--- src/rtl/mem_arbiter_rr.sv ---
// Round-robin arbiter giving NUM_CH requesters byte-serial access to an 8-bit RAM/IO bus.
// Handles 1/2/4-byte little-endian transfers, pipelined reads and rdy stalls.
module mem_arbiter_rr #(
    parameter int NUM_CH = 2
) (
    input  logic                  clk,
    input  logic                  rst,
    input  logic                  rdy,
    input  logic [NUM_CH-1:0]     ch_req,
    input  logic [NUM_CH-1:0]     ch_we,
    input  logic [2*NUM_CH-1:0]   ch_size,
    input  logic [32*NUM_CH-1:0]  ch_addr,
    input  logic [32*NUM_CH-1:0]  ch_wdata,
    output logic [NUM_CH-1:0]     ch_grant,
    output logic [NUM_CH-1:0]     ch_done,
    output logic [31:0]           rdata,
    output logic                  busy,
    input  logic [7:0]            ram_din,
    output logic [7:0]            ram_dout,
    output logic [31:0]           ram_a,
    output logic                  ram_rw
);

    localparam int CW = (NUM_CH > 1) ? $clog2(NUM_CH) : 1;

    typedef enum logic [1:0] {IDLE, READ, WRITE, DONE} state_t;

    state_t          state_reg, state_next;
    logic [CW-1:0]   ch_reg, ch_next;
    logic [CW-1:0]   last_reg, last_next;
    logic [31:0]     base_reg, base_next;
    logic [31:0]     wdata_reg, wdata_next;
    logic [31:0]     rdata_reg, rdata_next;
    logic [2:0]      n_reg, n_next;
    logic [2:0]      c_reg, c_next;
    logic            pend_reg, pend_next;

    logic [31:0]     addr_arr  [NUM_CH];
    logic [31:0]     wdata_arr [NUM_CH];
    logic [1:0]      size_arr  [NUM_CH];

    logic [CW-1:0]   sel, sel_lo, sel_hi;
    logic            any_lo, any_hi;
    logic [2:0]      sel_n;

    genvar gi;
    generate
        for (gi = 0; gi < NUM_CH; gi++) begin : g_unpack
            assign addr_arr[gi]  = ch_addr[32*gi +: 32];
            assign wdata_arr[gi] = ch_wdata[32*gi +: 32];
            assign size_arr[gi]  = ch_size[2*gi +: 2];
            assign ch_grant[gi]  = (state_reg != IDLE) && (ch_reg == CW'(gi));
            assign ch_done[gi]   = (state_reg == DONE) && rdy && (ch_reg == CW'(gi));
        end
    endgenerate

    // Round robin: lowest requester above the pointer, else lowest requester overall.
    always_comb begin
        sel_lo = '0;
        sel_hi = '0;
        any_lo = 1'b0;
        any_hi = 1'b0;
        for (int i = NUM_CH - 1; i >= 0; i--) begin
            if (ch_req[i]) begin
                sel_lo = CW'(i);
                any_lo = 1'b1;
                if (CW'(i) > last_reg) begin
                    sel_hi = CW'(i);
                    any_hi = 1'b1;
                end
            end
        end
        sel = any_hi ? sel_hi : sel_lo;
        case (size_arr[sel])
            2'b00:   sel_n = 3'd1;
            2'b01:   sel_n = 3'd2;
            default: sel_n = 3'd4;
        endcase
    end

    always_comb begin
        state_next = state_reg;
        ch_next    = ch_reg;
        last_next  = last_reg;
        base_next  = base_reg;
        wdata_next = wdata_reg;
        rdata_next = rdata_reg;
        n_next     = n_reg;
        c_next     = c_reg;
        pend_next  = pend_reg;
        ram_a      = 32'd0;
        ram_rw     = 1'b0;
        ram_dout   = 8'd0;

        if (!rdy) begin
            // An in-flight read address is abandoned; base+c gets reissued on resume.
            pend_next = 1'b0;
        end else begin
            case (state_reg)
                IDLE: begin
                    if (any_lo) begin
                        ch_next    = sel;
                        last_next  = sel;
                        base_next  = addr_arr[sel];
                        wdata_next = wdata_arr[sel];
                        n_next     = sel_n;
                        c_next     = 3'd0;
                        pend_next  = 1'b0;
                        rdata_next = 32'd0;
                        state_next = ch_we[sel] ? WRITE : READ;
                    end
                end
                WRITE: begin
                    ram_rw   = 1'b1;
                    ram_a    = base_reg + {29'd0, c_reg};
                    ram_dout = wdata_reg[{c_reg[1:0], 3'b000} +: 8];
                    c_next   = c_reg + 3'd1;
                    if (c_reg + 3'd1 == n_reg)
                        state_next = DONE;
                end
                READ: begin
                    if (pend_reg)
                        rdata_next[{c_reg[1:0], 3'b000} +: 8] = ram_din;
                    c_next = c_reg + {2'b00, pend_reg};
                    if (c_reg + {2'b00, pend_reg} < n_reg) begin
                        ram_a     = base_reg + {29'd0, c_reg} + {31'd0, pend_reg};
                        pend_next = 1'b1;
                    end else begin
                        pend_next = 1'b0;
                    end
                    if (c_reg + {2'b00, pend_reg} == n_reg)
                        state_next = DONE;
                end
                DONE: begin
                    state_next = IDLE;
                end
                default: state_next = IDLE;
            endcase
        end
    end

    always_ff @(posedge clk or posedge rst) begin
        if (rst) begin
            state_reg <= IDLE;
            ch_reg    <= '0;
            last_reg  <= CW'(NUM_CH - 1);
            base_reg  <= 32'd0;
            wdata_reg <= 32'd0;
            rdata_reg <= 32'd0;
            n_reg     <= 3'd0;
            c_reg     <= 3'd0;
            pend_reg  <= 1'b0;
        end else begin
            state_reg <= state_next;
            ch_reg    <= ch_next;
            last_reg  <= last_next;
            base_reg  <= base_next;
            wdata_reg <= wdata_next;
            rdata_reg <= rdata_next;
            n_reg     <= n_next;
            c_reg     <= c_next;
            pend_reg  <= pend_next;
        end
    end

    assign rdata = rdata_reg;
    assign busy  = (state_reg != IDLE);

endmodule

--- config.mk ---
export PLATFORM = sky130hd
export DESIGN_NAME = mem_arbiter_rr
export DESIGN_NICKNAME = d
export VERILOG_FILES = /design/src/rtl/mem_arbiter_rr.sv
export SDC_FILE = /design/constraint.sdc
export NUM_CORES = 1
export LEC_CHECK = 0
export ABC_AREA = 1
export ABC_CLOCK_PERIOD_IN_PS = 4100
export CAP_MARGIN = 20
export CORE_MARGIN = 2
export CORE_UTILIZATION = 48
export CTS_CLUSTER_SIZE = 30
export DETAILED_ROUTE_END_ITERATION = 8
export HOLD_SLACK_MARGIN = 0.08
export PLACE_DENSITY = 0.82
export SETUP_SLACK_MARGIN = 0.05
export SYNTH_ARGS = -nofsm -noshare
export SYNTH_HDL_FRONTEND = slang
export SYNTH_SLANG_ARGS = --single-unit
--- constraint.sdc ---
create_clock -name clk -period 4.1 [get_ports clk]
set_clock_uncertainty 0.05 [all_clocks]
set_input_delay 0.615 -clock clk [delete_from_list [all_inputs] [get_ports clk]]
set_output_delay 0.615 -clock clk [all_outputs]
set_load 0.01 [all_outputs]
==> metrics.md <==
| Metric | Value |
|---|---|
| Cell variety after synth | `44` |
| Final hold slack | `422.6 ps` |
| Row count | `47` |
| Post-Syn Area | `0.008035 mm2` |
| CTS max path bufs | `2` |
| Max-cap viol count | `0` |
| Starting Density | `0.4880` |
| Num ports | `225` |
| CTS tree | `done` |
| Fin worst setup slack | `147.7 ps` |
| Die area | `0.01779 mm2` |
| RD Place Congestion | `0.9561` |
| Asr flop ratio synth | `1.000` |
| Synth top cells by count | `nand2_1, nor2_1, o21ai_0` |
| Crit end category | `output pin` |
| Via count | `9,211` |
| Floorplan core area | `0.01647 mm2` |
| Pwr dens | `591.8 mW/mm2` |
| Leading area contributor after synthesis | `dfrtp_1` |
| Worst-Margin Slew | `907.0 ps` |
| Routed WL | `27,890 um` |
| Clock period minus worst slack | `3952 ps` |
| Vias per cell | `5.552` |
| Filler instances | `1,480` |
| Lkg Pwr | `4.941 nW` |
| Syn Nets | `1,389` |
| Synth Instances | `1,223` |
| Final Slew Violations | `0` |
| Top cells by area, synth | `dfrtp_1, nand2_1, o21ai_0, nor2_1, inv_1` |
| Final critical-path share of the clock period | `0.9640` |
| Final-stage net count | `1,601` |
| Htree depth | `3` |
| Crit Path Max Fanout | `7` |
| 1st-pass router iterations | `6` |
| Worst skew pair latency | `360 ps` |
| Worst Setup Path Type | `register to output pin` |
| First-pass GRT wire length | `43,860 um` |
| Setup crit start kind | `register` |
| Critical Path AT | `3290 ps` |
| Post-synthesis sequential area ratio | `0.3334` |
| Peak supply drop | `0.3145 mV` |
| Port buffer count | `224` |
| Final Hold Vio Count | `0` |
| Cts bufs inserted | `9` |
| Total track usage | `0.3102` |
| Status | `completed` |
| Max Clock Freq | `253.0 MHz` |
| Ys flop type | `dfrtp_1` |
| Yosys reg bits | `107` |
| Worst rel slew slack | `0.3907` |
| Vias in the first global route | `8,391` |
| Worst-path clk slew | `80 ps` |
| RSZ-0062 raised after global routing | `true` |
| Syn Area/Cell | `6.570 um2` |
| Antenna violations before repair | `1` |
| Total grt overflow | `0` |
| CP required | `3430 ps` |
| Area share of the largest cell type after synthesis | `0.3301` |
| DRC viols | `0` |
| CTS root buf | `clkbuf_16` |
| Share of post-route cells with drive strength above 1 | `0.09937` |
| Drt initial violations | `838` |
| TritonCTS Sinks | `107` |
| Number of synthesized flops with an enable pin | `0` |
| Antenna viol nets, final | `0` |
| Top-count cell post-synth | `nand2_1` |
| Hold WC Path Type | `register to register` |
| Routed len/inst | `16.81 um` |
| Die H | `133.4 um` |
| Final Util | `0.6717` |
| Antenna fix cells | `0` |
| Sum Neg Setup Slack | `0 ps` |
| Largest net degree at the start of global routing | `62` |
| Die width | `133.4 um` |
| Area grow syn2layout | `37.64%` |
| YS warnings | `0` |
| Dpl hpwl | `21,820 um` |
| Pre-CTS WS | `201.4 ps` |
| Setup violations, final | `0` |
| Design Area, Final | `0.01106 mm2` |
| Cell Area, Placed | `0.01049 mm2` |
## critical path, cell delays in order (launching register included)
cell and delay [ps]:
dfrtp_1 430, ha_4 190, inv_1 70, fa_2 440, inv_1 110, nand2_1 50
nor2_1 180, nand3_2 140, nor2_4 160, nand3_4 110, nor2_8 150, nand2_4 90
nor2_4 180, buf_4 130, nand3_1 50, nand3_1 90, a21oi_1 60, dlygate4sd2_1 290
## through the flow
step,cells,total power (W)
global route,1659,0.007015
detailed placement,1631,0.005483
finish,1659,0.006545
global placement,1631,0.005426
CTS,1649,0.006360
floorplan,1223,0.004097
## per-layer routing
layer  up-vias  wire [um]  share of wire  GRT usage
met5         -         13        0.00047          0
met4         2        978          0.035     0.1182
met3        62       2629          0.094    0.07002
met2       466      12340           0.44     0.4705
met1      4219      11930           0.43     0.4337
li1       4462          -              -          -
## final timing paths
path,from,end,slack [ps],depth (start not counted)
max in group asynchronous,rst,last_reg$_DFFE_PP1P_,2600,3
worst max register to register,c_reg[0]$_DFFE_PP0P_,rdata[14]$_DFFE_PP0P_,1170,7
min in group asynchronous,rst,wdata_reg[26]$_DFFE_PP0P_,640,2
worst min register to register,last_reg$_DFFE_PP1P_,last_reg$_DFFE_PP1P_,420,2
worst min-delay path,last_reg$_DFFE_PP1P_,last_reg$_DFFE_PP1P_,420,2
worst max-delay path,base_reg[0]$_DFFE_PP0P_,ram_a[27],150,17
## logic make-up (layout without fill, tap and decap cells)
logic type	after synthesis	after routing	share of synthesized area
and+or+nand+nor	616	616	0.3410
xor gates and xnor gates	6	6	0.006540
DFF	107	107	0.3334
adders and majority gates	19	19	0.03052
buffers and inverters	189	405	0.09000
AOI/OAI and AO/OA	284	284	0.1960
muxes	2	2	0.002492
## power breakdown
group / switching, W / internal (W) / total [W] / leakage [nW]
Sequential: 0.000408 / 0.00150 / 0.00191 / 1.35
Combinational: 0.00238 / 0.00139 / 0.00377 / 3.45
Clock: 0.000438 / 0.000423 / 0.000862 / 0.140
## layout make-up
class / instances / area, um2 / share of cell area
clock inverter: 6 / 62.56 / 0.005657
tap: 220 / 275.3 / 0.02489
inverter: 137 / 519.2 / 0.04695
multi-input combinational: 927 / 4787 / 0.4329
sequential: 107 / 2680 / 0.2423
timing repair buffer: 253 / 2510 / 0.2269
clock buffer: 9 / 225.2 / 0.02036
## placed cells by master, fill, tap and decap left out, types with 3 or more instances in the layout
cell type / n
nor2_2: 13
nand2_2: 31
dlygate4sd2_1: 10
inv_1: 128
a31oi_1: 3
nor3_1: 17
clkinv_4: 4
clkbuf_16: 9
buf_4: 26
dlymetal6s2s_1: 12
nor2_1: 143
a22oi_1: 4
o21a_1: 3
nand4_1: 19
ha_1: 16
nor2_4: 16
o22ai_1: 46
a21oi_1: 53
inv_2: 7
nand3_1: 71
a211oi_1: 6
nand3_2: 7
xor2_1: 4
dfrtp_1: 105
clkdlybuf4s50_1: 199
o21ai_0: 146
buf_12: 3
nand2_4: 7
nand2_1: 285
o21ai_1: 3
o211ai_1: 10
## repair_timing
action / CTS / global route
resized for setup: 32 / 46
setup buffers: 3 / 10
pin swaps: 4 / 8
setup endpoints to repair: 22 / 27
hold buffers: 0 / 0
gates cloned: 0 / 0
No activity file was read; power rests on OpenSTA's default activity.
